$ cat src/rtl/autonomous_digital_system_pkg.sv
// Shared constants for the autonomous accumulator machine: sizes, opcodes, default program.
package autonomous_digital_system_pkg;

  localparam int DATA_W_DEF     = 8;
  localparam int PROG_DEPTH_DEF = 16;
  localparam int PC_W           = 4;

  typedef enum logic [3:0] {
    OP_NOP    = 4'h0,
    OP_LOAD   = 4'h1,
    OP_ADD    = 4'h2,
    OP_SUB    = 4'h3,
    OP_AND    = 4'h4,
    OP_OR     = 4'h5,
    OP_XOR    = 4'h6,
    OP_NOT    = 4'h7,
    OP_SHL    = 4'h8,
    OP_SHR    = 4'h9,
    OP_LOADHI = 4'hA,
    OP_JMP    = 4'hB,
    OP_JZ     = 4'hC,
    OP_JNZ    = 4'hD,
    OP_RSVD   = 4'hE,
    OP_HALT   = 4'hF
  } opcode_t;

  // Concatenation lists address 15 first, so element [0] is the reset-vector word.
  localparam logic [PROG_DEPTH_DEF-1:0][DATA_W_DEF-1:0] DEFAULT_ROM = {
    8'h00, 8'hF0, 8'h2F, 8'h47, 8'h90, 8'h70, 8'h53, 8'hAA,
    8'h1F, 8'hC8, 8'h31, 8'h6F, 8'h80, 8'h31, 8'h23, 8'h15
  };

endpackage

$ cat src/rtl/autonomous_digital_system_if.sv
// Instruction fetch bus between the core (master drives address) and the program ROM.
interface autonomous_digital_system_if #(
  parameter int AW = 4,
  parameter int DW = 8
);
  logic [AW-1:0] addr;
  logic [DW-1:0] data;

  modport master (output addr, input  data);
  modport slave  (input  addr, output data);
endinterface

$ cat src/rtl/autonomous_digital_system_rom.sv
// Combinational program ROM; contents fixed by the ROM_IMAGE parameter.
module program_rom
  import autonomous_digital_system_pkg::*;
#(
  parameter int PROG_DEPTH = PROG_DEPTH_DEF,
  parameter int DATA_W     = DATA_W_DEF,
  parameter logic [PROG_DEPTH-1:0][DATA_W-1:0] ROM_IMAGE = DEFAULT_ROM
) (
  autonomous_digital_system_if.slave bus
);

  assign bus.data = ROM_IMAGE[bus.addr];

endmodule

$ cat src/rtl/autonomous_digital_system.sv
// Single-cycle accumulator machine: fetch, decode and execute complete on every clock edge.
module autonomous_digital_system
  import autonomous_digital_system_pkg::*;
#(
  parameter int PROG_DEPTH = PROG_DEPTH_DEF,
  parameter int DATA_W     = DATA_W_DEF,
  parameter logic [PROG_DEPTH-1:0][DATA_W-1:0] ROM_IMAGE = DEFAULT_ROM
) (
  input  logic              clock,
  input  logic              reset,
  output logic [DATA_W-1:0] accumulator
);

  // Probe-visible names are kept exactly as benches expect them.
  logic [PC_W-1:0]   ProgramCounter;
  logic [DATA_W-1:0] instructionFromMemory;
  logic [3:0]        Command;
  logic [3:0]        Value;

  logic [DATA_W-1:0] r_acc;
  logic [DATA_W-1:0] w_acc_nxt;
  logic [PC_W-1:0]   w_pc_nxt;
  logic [PC_W-1:0]   w_pc_inc;
  logic [DATA_W-1:0] w_val_ext;

  autonomous_digital_system_if #(.AW(PC_W), .DW(DATA_W)) u_bus ();

  program_rom #(
    .PROG_DEPTH (PROG_DEPTH),
    .DATA_W     (DATA_W),
    .ROM_IMAGE  (ROM_IMAGE)
  ) u_rom (
    .bus (u_bus.slave)
  );

  assign u_bus.addr            = ProgramCounter;
  assign instructionFromMemory = u_bus.data;
  assign Command               = instructionFromMemory[7:4];
  assign Value                 = instructionFromMemory[3:0];
  assign w_val_ext             = {4'h0, Value};
  assign w_pc_inc              = ProgramCounter + 4'd1;
  assign accumulator           = r_acc;

  // Decode/execute: next accumulator and next PC from the current instruction and pre-edge acc.
  always_comb begin
    w_acc_nxt = r_acc;
    w_pc_nxt  = w_pc_inc;
    case (opcode_t'(Command))
      OP_LOAD:   w_acc_nxt = w_val_ext;
      OP_ADD:    w_acc_nxt = r_acc + w_val_ext;
      OP_SUB:    w_acc_nxt = r_acc - w_val_ext;
      OP_AND:    w_acc_nxt = r_acc & w_val_ext;
      OP_OR:     w_acc_nxt = r_acc | w_val_ext;
      OP_XOR:    w_acc_nxt = r_acc ^ w_val_ext;
      OP_NOT:    w_acc_nxt = ~r_acc;
      OP_SHL:    w_acc_nxt = {r_acc[6:0], 1'b0};
      OP_SHR:    w_acc_nxt = {1'b0, r_acc[7:1]};
      OP_LOADHI: w_acc_nxt = {Value, r_acc[3:0]};
      OP_JMP:    w_pc_nxt  = Value;
      OP_JZ:     if (r_acc == '0) w_pc_nxt = Value;
      OP_JNZ:    if (r_acc != '0) w_pc_nxt = Value;
      OP_HALT:   w_pc_nxt  = ProgramCounter;
      default:   ;
    endcase
  end

  // Architectural state; reset wins over whatever instruction is being fetched.
  always_ff @(posedge clock) begin
    if (reset) begin
      ProgramCounter <= '0;
      r_acc          <= '0;
    end else begin
      ProgramCounter <= w_pc_nxt;
      r_acc          <= w_acc_nxt;
    end
  end

endmodule

$ cat config.mk
export PLATFORM = sky130hd
export DESIGN_NAME = autonomous_digital_system
export DESIGN_NICKNAME = d
export VERILOG_FILES = /design/src/rtl/autonomous_digital_system_pkg.sv /design/src/rtl/autonomous_digital_system_if.sv /design/src/rtl/autonomous_digital_system_rom.sv /design/src/rtl/autonomous_digital_system.sv
export SDC_FILE = /design/constraint.sdc
export NUM_CORES = 1
export LEC_CHECK = 0
export CAP_MARGIN = 0
export CORE_AREA = 2 2 63 71
export CTS_CLUSTER_SIZE = 10
export DETAILED_ROUTE_END_ITERATION = 10
export DIE_AREA = 0 0 65 73
export PLACE_DENSITY = 0.82
export SLEW_MARGIN = 0
export SYNTH_ARGS = -nofsm -noshare
export SYNTH_HDL_FRONTEND = slang
export SYNTH_SLANG_ARGS = --single-unit
export TNS_END_PERCENT = 10
$ cat constraint.sdc
create_clock -name clock -period 3.1 [get_ports clock]
set_input_delay 0.31 -clock clock [delete_from_list [all_inputs] [get_ports clock]]
set_output_delay 0.31 -clock clock [all_outputs]
set_load 0.1 [all_outputs]
==> impl_results.md, run 1 <==
- Synthesized netlist cell count: 282
- Starting Density: 0.529
- DRT met1 WL: 2510 um
- H-tree Lvls: 1
- First-iteration detailed-routing DRC count: 227
- Register bit total from synthesis: 20
- Status: completed
- DP HPWL: 4360 um
- Sw frac: 0.542
- Final TNS setup: 0 ns
- Skew-Pair Late Insertion Delay: 0.27 ns
- Final setup skew: 0.00811 ns
- Sequential share of the synthesized area: 0.185
- Fmax: 356 MHz
- Worst hold path type: register to register
- DR WL met2: 2910 um
- Max Fanout on Critical Path: 8
- Core area: 0.00410 mm^2
- Final cycle utilization of the critical path: 0.906
- Synth async-reset ratio: 0
- Place WS: 0.369 ns
- Setup Buffers After CTS: 0
- First-pass GRT wire length: 9720 um
- Root Driver: clkbuf_8
- Count leader, synth: o21ai_0
- Met3 routed WL: approximately 330 um
- Die height: 73 um
- Worst slew pin tran: 0.618 ns
- Share of cells above drive strength 1: 0.138
- Rows: 25
- EDFF count, synth: 0
- Residual DRC count: 0
- Final RePlAce weighted congestion: 0.890
- Top Layer Used: met4
- DP Cell Count: 340
- Synthesis Warnings: 0
- CTS tree: yes
- Internal: 1.34 mW
- Power per cell area: 1220 mW/mm^2
- Final core occ: 0.582
- Die area: 0.00475 mm^2
- Global Route Usage Sum: 0.260
- Net count of the mapped netlist: 309
- Final Non-Filler Cells: around 340
- Drt wl/cell: 17.0 um
- Fin. max-slew vios: 0
- Period minus WS final: about 2.8 ns
- Critical path class: register to register
- Max_slew headroom: 0.588
- Port buffer count: 9
- Ranking of synthesized cells by area: dfxtp_1 (18%), ha_1 (14%), o21ai_0 (6.7%), nand2_1 (4.7%), a21oi_1 (4.2%)
- Drt first pass iters: 5
- Clock Power Share: 0.093
- Clk sink count: 20
- Mapped Area: 0.00217 mm^2
- Hold Vio Cnt, Final: 0
- Endpoints failing setup: 0
- Post-synth cell types: 58
- Vias per cell: 6.40
- DIE WIDTH: 65 um
- Grt ovf: 0
- Final WS setup: 0.290 ns
- Worst-case clock buffer depth: 2
- Final hold slack: 0.684 ns
- P_leak: 1.02 nW
- Startpoint types: register
- Worst vdd ir: 0.527 mV
- CP top delay family: compound AO/OA/AOI/OAI gates
- Ports: 10
- CP max stage cell: dfxtp_1
- CP cell instances: inv_1 > ha_1 > mux2_2 > inv_1 > ha_1 > nor2b_1 > o21ai_0 > a21oi_1 > o21a_1 > or3_1 > nand3_1 > a21oi_1
- Clock slew at reported path FFs: 0.09 ns
- Commonest cells post-synth: o21ai_0 (29), nand2_1 (27), ha_1 (24)
- WP data arrival: 2.95 ns
- CTS Buf Count: 3
- Avg Cell Area, Syn: 7.69 um^2
- Worst path required time: 3.24 ns
- Antenna violations before repair: 0
- Sequential Power Share: 0.193
- Nets: 318
- Cts repair resizes: 0
- Max_cap viols: 0
- Top_reg_cell synth: dfxtp_1
- RSZ-0062 raised after global routing: no
- Largest net degree at the start of global routing: 23
- Area leader, netlist: dfxtp_1
- Drt total wl: 5860 um
- Combinational Power Share: 0.714
- Post-synth top area share: 0.185
- Switching pwr: 1.58 mW
- Detail Route Antenna Nets: 0
- Fillcell total: 380
- Worst path max stage delay: 0.55 ns
- Worst setup EP type: register
- Bufs and invs on worst path: 2
- Total number of vias: 2200
- Area delta synth->final: 9.86%
- Number of global-route vias before repair: a little over 2000
- N_diodes: 0
- Hold-fix buffers, CTS: 0
## cells by family (layout without fill, tap and decap cells)
kind of cell    count (synthesis)  count (layout)  share of synthesized area
simple gates                   92              92                      0.233
compound gates                 91              91                      0.279
buf+inv                        37              45                     0.0721
fa+ha+maj                      25              25                      0.148
flops                          20              20                      0.185
mux                            12              12                     0.0634
xor+xnor                        5               5                     0.0202
## power groups by stage
stage	Sequential [mW]	Clock (mW)	Combinational, mW
after detailed placement	0.557	0	2.05
final	0.562	0.271	2.08
after floorplan	0.781	0	1.33
after global placement	0.555	0	2.00
after global routing	0.574	0.282	2.29
after CTS	0.553	0.274	2.06
## worst register-to-register path, delay by kind of cell (launching register included)
kind                       cells  cell delay, ns
and+or+nand+nor                3            0.51
DFF                            1            0.55
muxes                          1            0.29
buffers and inverters          2            0.23
adders and majority gates      2            0.52
AOI/OAI and AO/OA              4            0.59
## cell usage in the layout (no fill, tap or decap), types with 3 or more instances in the layout
cell,instances
a21oi_1,18
a221oi_1,4
a222oi_1,4
a31oi_1,6
and2_1,3
buf_4,19
clkbuf_8,3
dfxtp_1,20
ha_1,24
inv_1,21
mux2_2,3
mux2i_1,7
nand2_1,27
nand2b_1,5
nand3_1,10
nor2_1,15
nor2b_1,3
nor3_1,6
o211ai_1,4
o21a_1,4
o21ai_0,29
o22ai_1,3
or3_1,4
xnor2_1,3
## worst paths after layout
check                        end  slack (ns)                     start  depth (start not counted)
setup / recovery  accumulator[5]        0.29  instructionFromMemory[1]                         12
hold / removal    accumulator[2]        0.68            accumulator[2]                          2
setup reg to reg  accumulator[5]        0.29  instructionFromMemory[1]                         12
hold reg to reg   accumulator[2]        0.68            accumulator[2]                          2
## cell type report
cell class | count | area, um^2 | share of cell area
Timing Repair Buffer | 20 | 153 | 0.0640
Inverter | 21 | 78.8 | 0.0331
Sequential cell | 20 | 400 | 0.168
Clock inverter | 1 | 30.0 | 0.0126
Multi-Input combinational cell | 225 | 1610 | 0.677
Tap cell | 54 | 67.6 | 0.0283
Clock buffer | 3 | 41.3 | 0.0173
## stage by stage
stage / area, um^2 / power, mW
after floorplan: 2170 / 2.11
after global placement: 2310 / 2.55
after detailed placement: 2310 / 2.61
after CTS: 2380 / 2.89
after global routing: 2380 / 3.15
final: 2380 / 2.92
## per-layer routing
layer / GRT usage / vias to the layer above
met5: 0 / -
met4: 0.0733 / 0
met3: 0.0355 / 14
met2: 0.457 / 87
met1: 0.331 / 1049
li1: - / 1050
## registers in the layout (all words and copies together) (netlist names)
| name | count |
|---|---|
| accumulator | 8 |
| ProgramCounter | 4 |
| instructionFromMemory | 8 |
Note: power is estimated with default switching activity, not from simulation.
==> run 2: changes to the inputs <==
- HOLD_SLACK_MARGIN: not set -> 0.03
==> results of run 2 <==
No change in the layout: final DEF, timing and power equal those of run 1.
==> run 3: changes to the inputs <==
- CTS_CLUSTER_SIZE: 10 -> 12
==> results of run 3 <==
No change in the layout: final DEF, timing and power equal those of run 1.
